<file path="config.mk">
export PLATFORM = sky130hd
export DESIGN_NAME = cam_capture_rgb444
export DESIGN_NICKNAME = d
export VERILOG_FILES = /design/src/rtl/cam_capture_rgb444.sv
export SDC_FILE = /design/constraint.sdc
export NUM_CORES = 1
export LEC_CHECK = 0
export CORE_MARGIN = 3
export CORE_UTILIZATION = 48
export CTS_BUF_LIST = sky130_fd_sc_hd__clkbuf_16
export DETAILED_ROUTE_END_ITERATION = 6
export GPL_TIMING_DRIVEN = 0
export PLACE_DENSITY = 0.76
export SLEW_MARGIN = 10
export SYNTH_ARGS = -nofsm -noshare
export SYNTH_HDL_FRONTEND = slang
export SYNTH_SLANG_ARGS = --single-unit
</file>
<file path="constraint.sdc">
create_clock -name clk -period 1.7 [get_ports clk]
set_input_delay 0.255 -clock clk [delete_from_list [all_inputs] [get_ports clk]]
set_output_delay 0.255 -clock clk [all_outputs]
set_load 0.05 [all_outputs]
</file>
<file path="src/rtl/cam_capture_rgb444.sv">
// cam_capture_rgb444: OV7670 RGB444 byte-pair packer driving a frame buffer write port.
// Frames start on VSYNC fall and end on VSYNC rise; pixels are stored linearly from address 0.
module cam_capture_rgb444 #(
    parameter int AW    = 15,
    parameter int DW    = 12,
    parameter int IMG_W = 160,
    parameter int IMG_H = 120
) (
    input  logic          clk,
    input  logic          reset,
    input  logic          capture_en,
    input  logic          vsync,
    input  logic          href,
    input  logic [7:0]    px_data,
    output logic [AW-1:0] addr_in,
    output logic [DW-1:0] data_in,
    output logic          regwrite,
    output logic          frame_done,
    output logic          busy
);
    localparam int CW = $clog2(IMG_W + 1);
    localparam logic [AW:0]   NPIX = (AW+1)'(IMG_W * IMG_H);
    localparam logic [CW-1:0] WMAX = CW'(IMG_W);
    typedef enum logic [1:0] {WAIT_VS, ARM, CAPTURE} state_t;
    state_t        state;
    logic          vsync_q, href_q, phase;
    logic [3:0]    red;
    logic [AW:0]   pix_cnt;
    logic [CW-1:0] col_cnt;
    logic          vs_rise, vs_fall, href_fall, pix_ok;
    assign vs_rise   = vsync & ~vsync_q;
    assign vs_fall   = ~vsync & vsync_q;
    assign href_fall = ~href & href_q;
    // Extra pixels on a line and anything past the last buffer word are dropped.
    assign pix_ok    = (col_cnt < WMAX) && (pix_cnt < NPIX);
    always_ff @(posedge clk) begin
        if (reset) begin
            state      <= WAIT_VS;
            vsync_q    <= 1'b0;
            href_q     <= 1'b0;
            phase      <= 1'b0;
            red        <= '0;
            pix_cnt    <= '0;
            col_cnt    <= '0;
            addr_in    <= '0;
            data_in    <= '0;
            regwrite   <= 1'b0;
            frame_done <= 1'b0;
            busy       <= 1'b0;
        end else begin
            vsync_q    <= vsync;
            href_q     <= href;
            regwrite   <= 1'b0;
            frame_done <= 1'b0;
            case (state)
                WAIT_VS: if (vs_rise) state <= ARM;
                ARM: if (vs_fall) begin
                    state   <= capture_en ? CAPTURE : WAIT_VS;
                    busy    <= capture_en;
                    pix_cnt <= '0;
                    col_cnt <= '0;
                    phase   <= 1'b0;
                end
                CAPTURE: if (vs_rise) begin
                    state      <= ARM;
                    busy       <= 1'b0;
                    frame_done <= (pix_cnt == NPIX);
                end else if (href) begin
                    phase <= ~phase;
                    if (!phase) red <= px_data[3:0];
                    else if (pix_ok) begin
                        addr_in  <= pix_cnt[AW-1:0];
                        data_in  <= DW'({red, px_data});
                        regwrite <= 1'b1;
                        pix_cnt  <= pix_cnt + 1'b1;
                        col_cnt  <= col_cnt + 1'b1;
                    end
                end else if (href_fall) begin
                    phase   <= 1'b0;
                    col_cnt <= '0;
                end
                default: state <= WAIT_VS;
            endcase
        end
    end
endmodule

</file>
Yosys cells after proc, flatten, opt, wreduce, memory -nomap -nowiden
Cells that the tools add are included.

Register bits: 63. Bits in latches: 0. RAM bits: 0. Memory bits (read-only): 0. Input bits: 13. Output and inout bits: 30. Word-level logic and storage cells: 77. Memories kept: 0.

Add/subtract/negate cells: 2. Multiply operators: 0. Divide/modulo/power cells: 0. Order comparisons: 2. Eq/ne operators: 13. Shift-type cells: 0. Multiplexer cells: 26. Bitwise operators: 9. Reduce and logical (&&, ||, !) cells: 13.

Operators with widths (number): 16-bit two-way mux (5); 8-bit two-way mux (6); 16-bit one-hot mux with 2 select lines (1); 16-bit by 1-bit adder with 16-bit output, second input constant (1); 16-bit by 15-bit == test with 1-bit output, second input constant (1); 16-bit by 15-bit < comparator with 1-bit output, second input constant (1); 8-bit one-hot mux with 2 select lines (1); 2-bit inequality test, second input constant (6); 6-bit AND reduction (2); 3-bit inequality test, second input constant (3); 8-bit by 1-bit adder with 8-bit output, second input constant (1); 8-bit < comparator, second input constant (1); 4-bit AND reduction (2); 1-bit two-way mux (7); 2-bit two-way mux (3); 1-bit NOT (6); 5-bit AND reduction (1); 5-bit OR reduction (1); 1-bit one-hot mux with 2 select lines (2); 2-bit one-hot mux with 2 select lines (1); 1-bit bitwise AND (3); 3-bit AND reduction (1); 3-bit OR reduction (1); 2-bit by 1-bit == test with 1-bit output, second input constant (1); 7 further kinds (7).

Depth between registers and ports, before layout
Gate-level depths: netlist (run 1).

Depth in word-level cells: 7. Mapped depth: 8. Mapped depth without buffers: 6.

Least setup slack after synthesis (run 1)
No wires, ideal clock.

Path kind: flip-flop to flip-flop. Start point: register state[0]. End point: register pix_cnt[3]. Setup time: 0.121 ns. Arrival time: 1.671 ns. Required time: 1.579 ns. Path slack: -0.091 ns. Stages on the path, launching flop included: 9. Buffers on the path: 3. Period minus slack after synthesis: 1.791 ns. Path through: dfxtp_1 > buf_2 > nor2b_4 > nand2_2 > or4_1 > buf_2 > buf_6 > o2111ai_1 > nand2_1.

Longest elaborated chain between the ends: 3. Elaborated cells on any way between the ends: 10. Classes of those cells: eq/ne: 7; mux: 1; reduce/logical: 2.

Ends and longest elaborated chain: start, declared (RTL line 25) `state_t state;`; start signal, assigned (RTL line 58) `state <= capture_en ? CAPTURE : WAIT_VS;`; 2-bit == test or 2-bit by 1-bit == test with 1-bit output (tied branches) (RTL line 55) `case (state)`; 2-bit inequality test (no line) or 2-bit nonzero test (tied branches); 6-bit AND reduction (no line); end signal, assigned (RTL line 75) `pix_cnt <= pix_cnt + 1'b1;`; end, declared (RTL line 28) `logic [AW:0] pix_cnt;`.

Several ways; a longest one is shown, not always the timed one. A chain may end at the register's enable or synchronous reset.

Final worst setup path (run 1)
Start point: register col_cnt[5]. End point: register pix_cnt[4].

Longest elaborated chain between the ends: 4.

Ends and longest elaborated chain: start, declared (RTL line 29) `logic [CW-1:0] col_cnt;`; start signal, assigned (RTL line 76) `col_cnt <= col_cnt + 1'b1;`; 8-bit < comparator (RTL line 35) `assign pix_ok = (col_cnt < WMAX) && (pix_cnt < NPIX);`; 1-bit logical AND (RTL line 35); 2-bit inequality test (no line); 6-bit AND reduction (no line).

Every way passes these cells.

==> results of run 1 <==
-- layer usage --
layer  track usage [%]  up-vias  part of all wire, %
li1                  -     1306                    -
met1              28.8     1283                   41
met2              39.8      118                   50
met3              9.31       26                  6.1
met4              12.3        0                  2.4
met5                 0        -                    0
-- cell usage in the layout (no fill, tap or decap), types with 4 or more instances in the layout --
master,Yosys,routed
buf_6,2,6
nand4_1,6,6
clkbuf_1,11,6
a31oi_1,6,6
clkbuf_16,0,10
dfxtp_1,63,51
a21oi_2,1,9
mux2i_1,5,5
a21oi_1,45,36
inv_1,6,5
nor2_1,18,17
dlygate4sd2_1,0,30
and3_1,5,5
o22a_1,7,7
nand2_1,71,69
nand3_1,14,13
buf_4,0,28
dfxtp_2,0,7
o21ai_0,5,4
dfxtp_4,0,5
clkdlybuf4s50_1,0,10
-- cell families (layout without fill, tap and decap cells) --
logic type / after synthesis / count (layout) / share of synthesized area, %
XOR/XNOR: 3 / 3 / 0.971
buffers and inverters: 26 / 110 / 4.44
AO/OA/AOI/OAI: 78 / 78 / 18.0
adder cells (fa/ha/maj): 3 / 3 / 1.39
multiplexers: 5 / 5 / 1.85
flip-flops: 63 / 63 / 46.6
AND/OR/NAND/NOR: 146 / 146 / 26.7
-- power by group --
part	internal, mW	switching [mW]
clock	1.25	0.604
combinational	0.0646	0.0793
sequential	1.48	0.00751
total	2.80	0.691
-- sequential cells by signal, indices dropped and copies added, names as in the netlist --
name,count
data_in,12
regwrite,1
pix_cnt,16
busy,1
vsync_q,1
frame_done,1
state,2
col_cnt,8
red,4
addr_in,15
phase,1
href_q,1
-- timing repair --
item | in CTS | in global routing
pin swaps | 20 | 23
resized for setup | 75 | 34
gates cloned | 1 | 1
setup endpoints to repair | 86 | 57
buffers inserted | 24 | 5
-- worst max-delay path, delay by kind of cell (launching register included) --
family	cells	cell delay [ns]
AND/OR/NAND/NOR	3	0.84
flip-flops	1	0.34
AO/OA/AOI/OAI	2	0.56
-- metrics by stage --
step           setup TNS [ns]  power [mW]
6_report                -1.86        3.49
5_1_grt                 -5.08        3.59
4_1_cts                 -1.51        3.51
3_5_place_dp           -29.96        1.62
3_3_place_gp           -26.96        1.62
2_1_floorplan          -0.331        1.57
-- final cells by class --
| type | count | area, µm² |
|---|---|---|
| inverters | 6 | 22.5 |
| plain buffers | 17 | 118 |
| clock inverters | 6 | 76.3 |
| clock buffers | 9 | 225 |
| repair buffers | 72 | 666 |
| multi-input cells | 235 | 1500 |
| flip-flops and latches | 63 | 1290 |
| fillers | 369 | 1290 |
| well taps | 70 | 87.6 |
-- how the worst min path moves through the flow --
stage / endpoint / slack, ns / cells past startpoint
after global placement: col_cnt[7] / 0.43 / 2
final: href_q / 0.32 / 2
after floorplan: href_q / 0.38 / 1
after detailed placement: col_cnt[7] / 0.44 / 2
after global routing: href_q / 0.37 / 2
after CTS: href_q / 0.30 / 2
==> results.cfg, run 1 <==
[worst_setup_path]
worst_ep_arrival_time_ns = 2.06
cp-start-kind = register
r2r-end = pix_cnt[4]
path_cells = o21ai_1, nand4b_1, or4_4, a2111o_1, nand2_1
crit_path_max_fanout = 8
slowest_delay_ns = 0.55
cp_data_required_time_ns = 1.96
rrSetupSlack_ns = -0.1
r2r_start = col_cnt[5]
slowest_stage = or4_4
critPathCaptureType = register
reg2reg_depth = 5
crit_type = reg2reg
setup.worst_path.end = pix_cnt[4]
startpoint = col_cnt[5]

[grt]
grt.overflow.total = 0
antenna_found_initial = 0
grt_max_degree = 11
grt_pass1_vias = 2586
grt_pass1_wl_mm = 12.2
grtUsageTotal_pct = 24.8

[placement]
dpl.cell_count = 435
post-place-ws_ns = -0.726
dp_hpwl_mm = 4.60
gp_congestion = 0.924
placed_area_mm2 = 0.00323
port_buffers = 41

[drt]
drt_iter0_markers = 315
wire_per_inst_um = 16.7
vias_per_cell = 5.72
firstDrtPassIters = 5
wl_mm = 7.96
ant_nets = 0
route.vias.total = 2733
drc = 0

[timing]
finalSetupViolCount = 48
period_minus_slack_ns = 1.80
holdWs_ns = 0.320
slew_viol_final = 0
clock_skew_ns = 0.00407
fin_crit_sh_pct = 106
worst_pin_slew_ns = 0.544
hold_viol_final = 0
worst_slack_ns = -0.0966
max_freq_ghz = 0.557
rsz0062_at_grt = true
relSlewSlack_pct = 63.7

[layout]
instances_no_fill = 478
drive_above_1_share_pct = 25.0
final_util_pct = 75.5
diodes = 0
design_area_mm2 = 0.00398
nets = 420
syn2layout_area_growth_pct = 47.1

[power]
vdd_ir_drop_max_uv = 1030
powerDensity_mw_per_mm2 = 877
power_leakage_nw = 1.65

[clocking]
clkTransAtPathRegs_ns = 0.05
clk_latency_ns = 0.32
cts.path.max_buffers = 2
cts-htree-levels = 3
cts_root_buf = clkbuf_16
cts_tree = built
ctsHoldBuffers = 0
clock_sinks = 63
cts_buffers = 9

[yosys]
netlist_instances = 324
synth_area_leader_cell = dfxtp_1
ys_top_cells_by_count = nand2_1, dfxtp_1, a21oi_1
syn_area_mm2 = 0.00271
syn_area_per_cell_um2 = 8.35
yosysUniqueCellTypes = 47
synth_area_leaders = dfxtp_1, nand2_1, a21oi_1, nand3_1, nor2_1
synth_top_area_share_pct = 46.6
synthArstFlopShare_pct = 0
synth_flop_cell = dfxtp_1
ys.warnings.count = 0
synth-edff-count = 0
postSynthNetCount = 340
post-synth-top-count-cell = nand2_1
synth-seq-cells = 63
yosysSeqAreaShare_pct = 46.6

[min_path]
hold_start = reset
hold_path_class = in2reg

[job]
cap_viol_max_count = 0

[floorplanning]
ios = 43
initial_utilization_pct = 51.4
die_w_um = 81.1
core_mm2 = 0.00527
die_y_um = 81.1
die_area_mm2 = 0.00658
rows = 26

[outcome]
violations = negative setup slack
status = finished, violations left
Note: power is estimated with default switching activity, not from simulation.
==> run 2: changes to the inputs <==
--- a/config.mk
+++ b/config.mk
@@ -5,12 +5,12 @@
 export SDC_FILE = /design/constraint.sdc
 export NUM_CORES = 1
 export LEC_CHECK = 0
-export CORE_MARGIN = 3
-export CORE_UTILIZATION = 48
+export CELL_PAD_IN_SITES_DETAIL_PLACEMENT = 0
+export CELL_PAD_IN_SITES_GLOBAL_PLACEMENT = 2
+export CORE_UTILIZATION = 28
 export CTS_BUF_LIST = sky130_fd_sc_hd__clkbuf_16
 export DETAILED_ROUTE_END_ITERATION = 6
-export GPL_TIMING_DRIVEN = 0
-export PLACE_DENSITY = 0.76
+export PLACE_DENSITY_LB_ADDON = 0.1
 export SLEW_MARGIN = 10
 export SYNTH_ARGS = -nofsm -noshare
 export SYNTH_HDL_FRONTEND = slang
==> run 2 against run 1 <==
  * The flow still finishes with violations (negative setup slack)
  * Count of clock-buffer cells in the layout did not move
  * Maximum frequency up 0.24%
  * Cell count rose by 16%
  * Via count decreased by 3.0%
  * Register-to-register slack is essentially flat
==> results.cfg, run 2 (synthesized netlist as in run 1, its figures left out) <==
[drt]
firstDrtPassIters = 4
wire_per_inst_um = 14.3
vias_per_cell = 4.77
route.vias.total = 2650
wl_mm = 7.95
drc = 0
ant_nets = 0
drt_iter0_markers = 45

[floorplanning]
ios = 43
rows = 35
die_w_um = 100
initial_utilization_pct = 29.2
core_mm2 = 0.00928
die_y_um = 100
die_area_mm2 = 0.0101

[layout]
diodes = 0
nets = 437
top_regs = pix_cnt (16), addr_in (15), data_in (12)
layout_common_cells = buf_4, dfxtp_1, nand2_1
instances_no_fill = 555
drive_above_1_share_pct = 43.2
final_common_cell = buf_4
largest_reg_flops = 16
top_register = pix_cnt
nFillCells = 976
syn2layout_area_growth_pct = 60.2

[timing]
rsz0062_at_grt = true
finalSetupViolCount = 13
holdWs_ns = 0.373
fin_crit_sh_pct = 105
max_freq_ghz = 0.558
clock_skew_ns = 0.00612
worst_pin_slew_ns = 0.354
relSlewSlack_pct = 76.4
hold_viol_final = 0
worst_slack_ns = -0.0922
slew_viol_final = 0
period_minus_slack_ns = 1.79

[clocking]
clk_latency_ns = 0.33
clock_sinks = 63
cts_tree = built
cts_buffers = 9
cts_root_buf = clkbuf_16
cts-htree-levels = 3
cts.path.max_buffers = 2
clkTransAtPathRegs_ns = 0.05

[worst_setup_path]
cp_data_required_time_ns = 1.97
path_cells = nor2b_4, nand2_2, or4_4, buf_8, a2111o_1, nand2_1
slowest_stage = or4_4
r2r_start = state[1]
worst_ep_arrival_time_ns = 2.06
crit_type = reg2reg
crit_path_max_fanout = 8
slowest_delay_ns = 0.57
critPathCaptureType = register
cp-start-kind = register
startpoint = state[1]
reg2reg_depth = 6

[min_path]
hold_start = href
min_path_cells = 2
hold_path_class = in2reg

[placement]
dp_hpwl_mm = 5.33
gp_congestion = 0.747
port_buffers = 42
dpl.cell_count = 530

[grt]
grt.overflow.total = 0
grt_pass1_wl_mm = 13.0
grtUsageTotal_pct = 16.9
grt_pass1_vias = 2587
antenna_found_initial = 0
grt_max_degree = 21

[outcome]
status = finished, violations left
violations = negative setup slack

[power]
power_leakage_nw = 1.74
vdd_ir_drop_max_uv = 455
powerDensity_mw_per_mm2 = 793

[job]
cap_viol_max_count = 0
-- run 2: what timing repair did --
action / in CTS / in global routing
endpoints found under the setup margin: 50 / 54
pin swaps: 13 / 34
cloned: 3 / 1
setup buffers: 3 / 3
resized for setup: 26 / 72
hold buffers: 0 / 0
-- run 2: path summary, 6_finish.rpt --
check / endpoint / slack, ns
setup reg to reg: pix_cnt[3] / -0.09
setup / recovery: pix_cnt[3] / -0.09
hold reg to reg: addr_in[6] / 0.45
hold / removal: href_q / 0.37
-- run 2: report_power, final --
part	leakage, nW	total [mW]	switching [mW]	internal [mW]
clock network	0.139	1.80	0.675	1.12
registers	0.512	1.49	0.00518	1.48
logic	1.09	0.157	0.0819	0.0753
total	1.74	3.44	0.762	2.68
-- run 2: metrics by stage --
| step | util [%] | power (mW) | setup TNS [ns] | cell area, µm² | worst slack (ns) |
|---|---|---|---|---|---|
| 3_5_place_dp | 38.4 | 1.66 | -20.28 | 3560 | -0.502 |
| 4_1_cts | 43.4 | 3.48 | -0.695 | 4030 | -0.0737 |
| 2_1_floorplan | - | 1.57 | -0.331 | 2730 | -0.0654 |
| 5_1_grt | 46.7 | 3.58 | -3.43 | 4340 | -0.136 |
| 6_report | 46.7 | 3.44 | -0.226 | 4340 | -0.0922 |
| 3_3_place_gp | 38.4 | 1.66 | -19.41 | 3560 | -0.447 |
-- run 2: layer usage --
metal | up-vias | wire, µm | part of all wire, % | global-route usage, %
met4 | 0 | 89 | 1.1 | 4.91
met2 | 46 | 3820 | 48 | 27.6
met1 | 1250 | 3840 | 48 | 21.9
li1 | 1345 | - | - | -
met5 | - | 0 | 0 | 0
met3 | 9 | 197 | 2.5 | 4.25
-- run 2: critical path: cells and delay by family, from the launching register on --
kind	cells	cell delay, ns
AOI/OAI and AO/OA	1	0.35
and+or+nand+nor	4	0.85
DFF	1	0.36
buffers and inverters	1	0.17
-- run 2: final cells by class --
| class | count | area [µm²] | share of cell area (%) |
|---|---|---|---|
| Clock buffer | 9 | 225 | 5.19 |
| Clock inverter | 7 | 63.8 | 1.47 |
| Inverter | 6 | 22.5 | 0.519 |
| Multi-Input combinational cell | 235 | 1620 | 37.4 |
| Timing Repair Buffer | 106 | 968 | 22.3 |
| Sequential cell | 63 | 1270 | 29.3 |
| Tap cell | 129 | 161 | 3.72 |
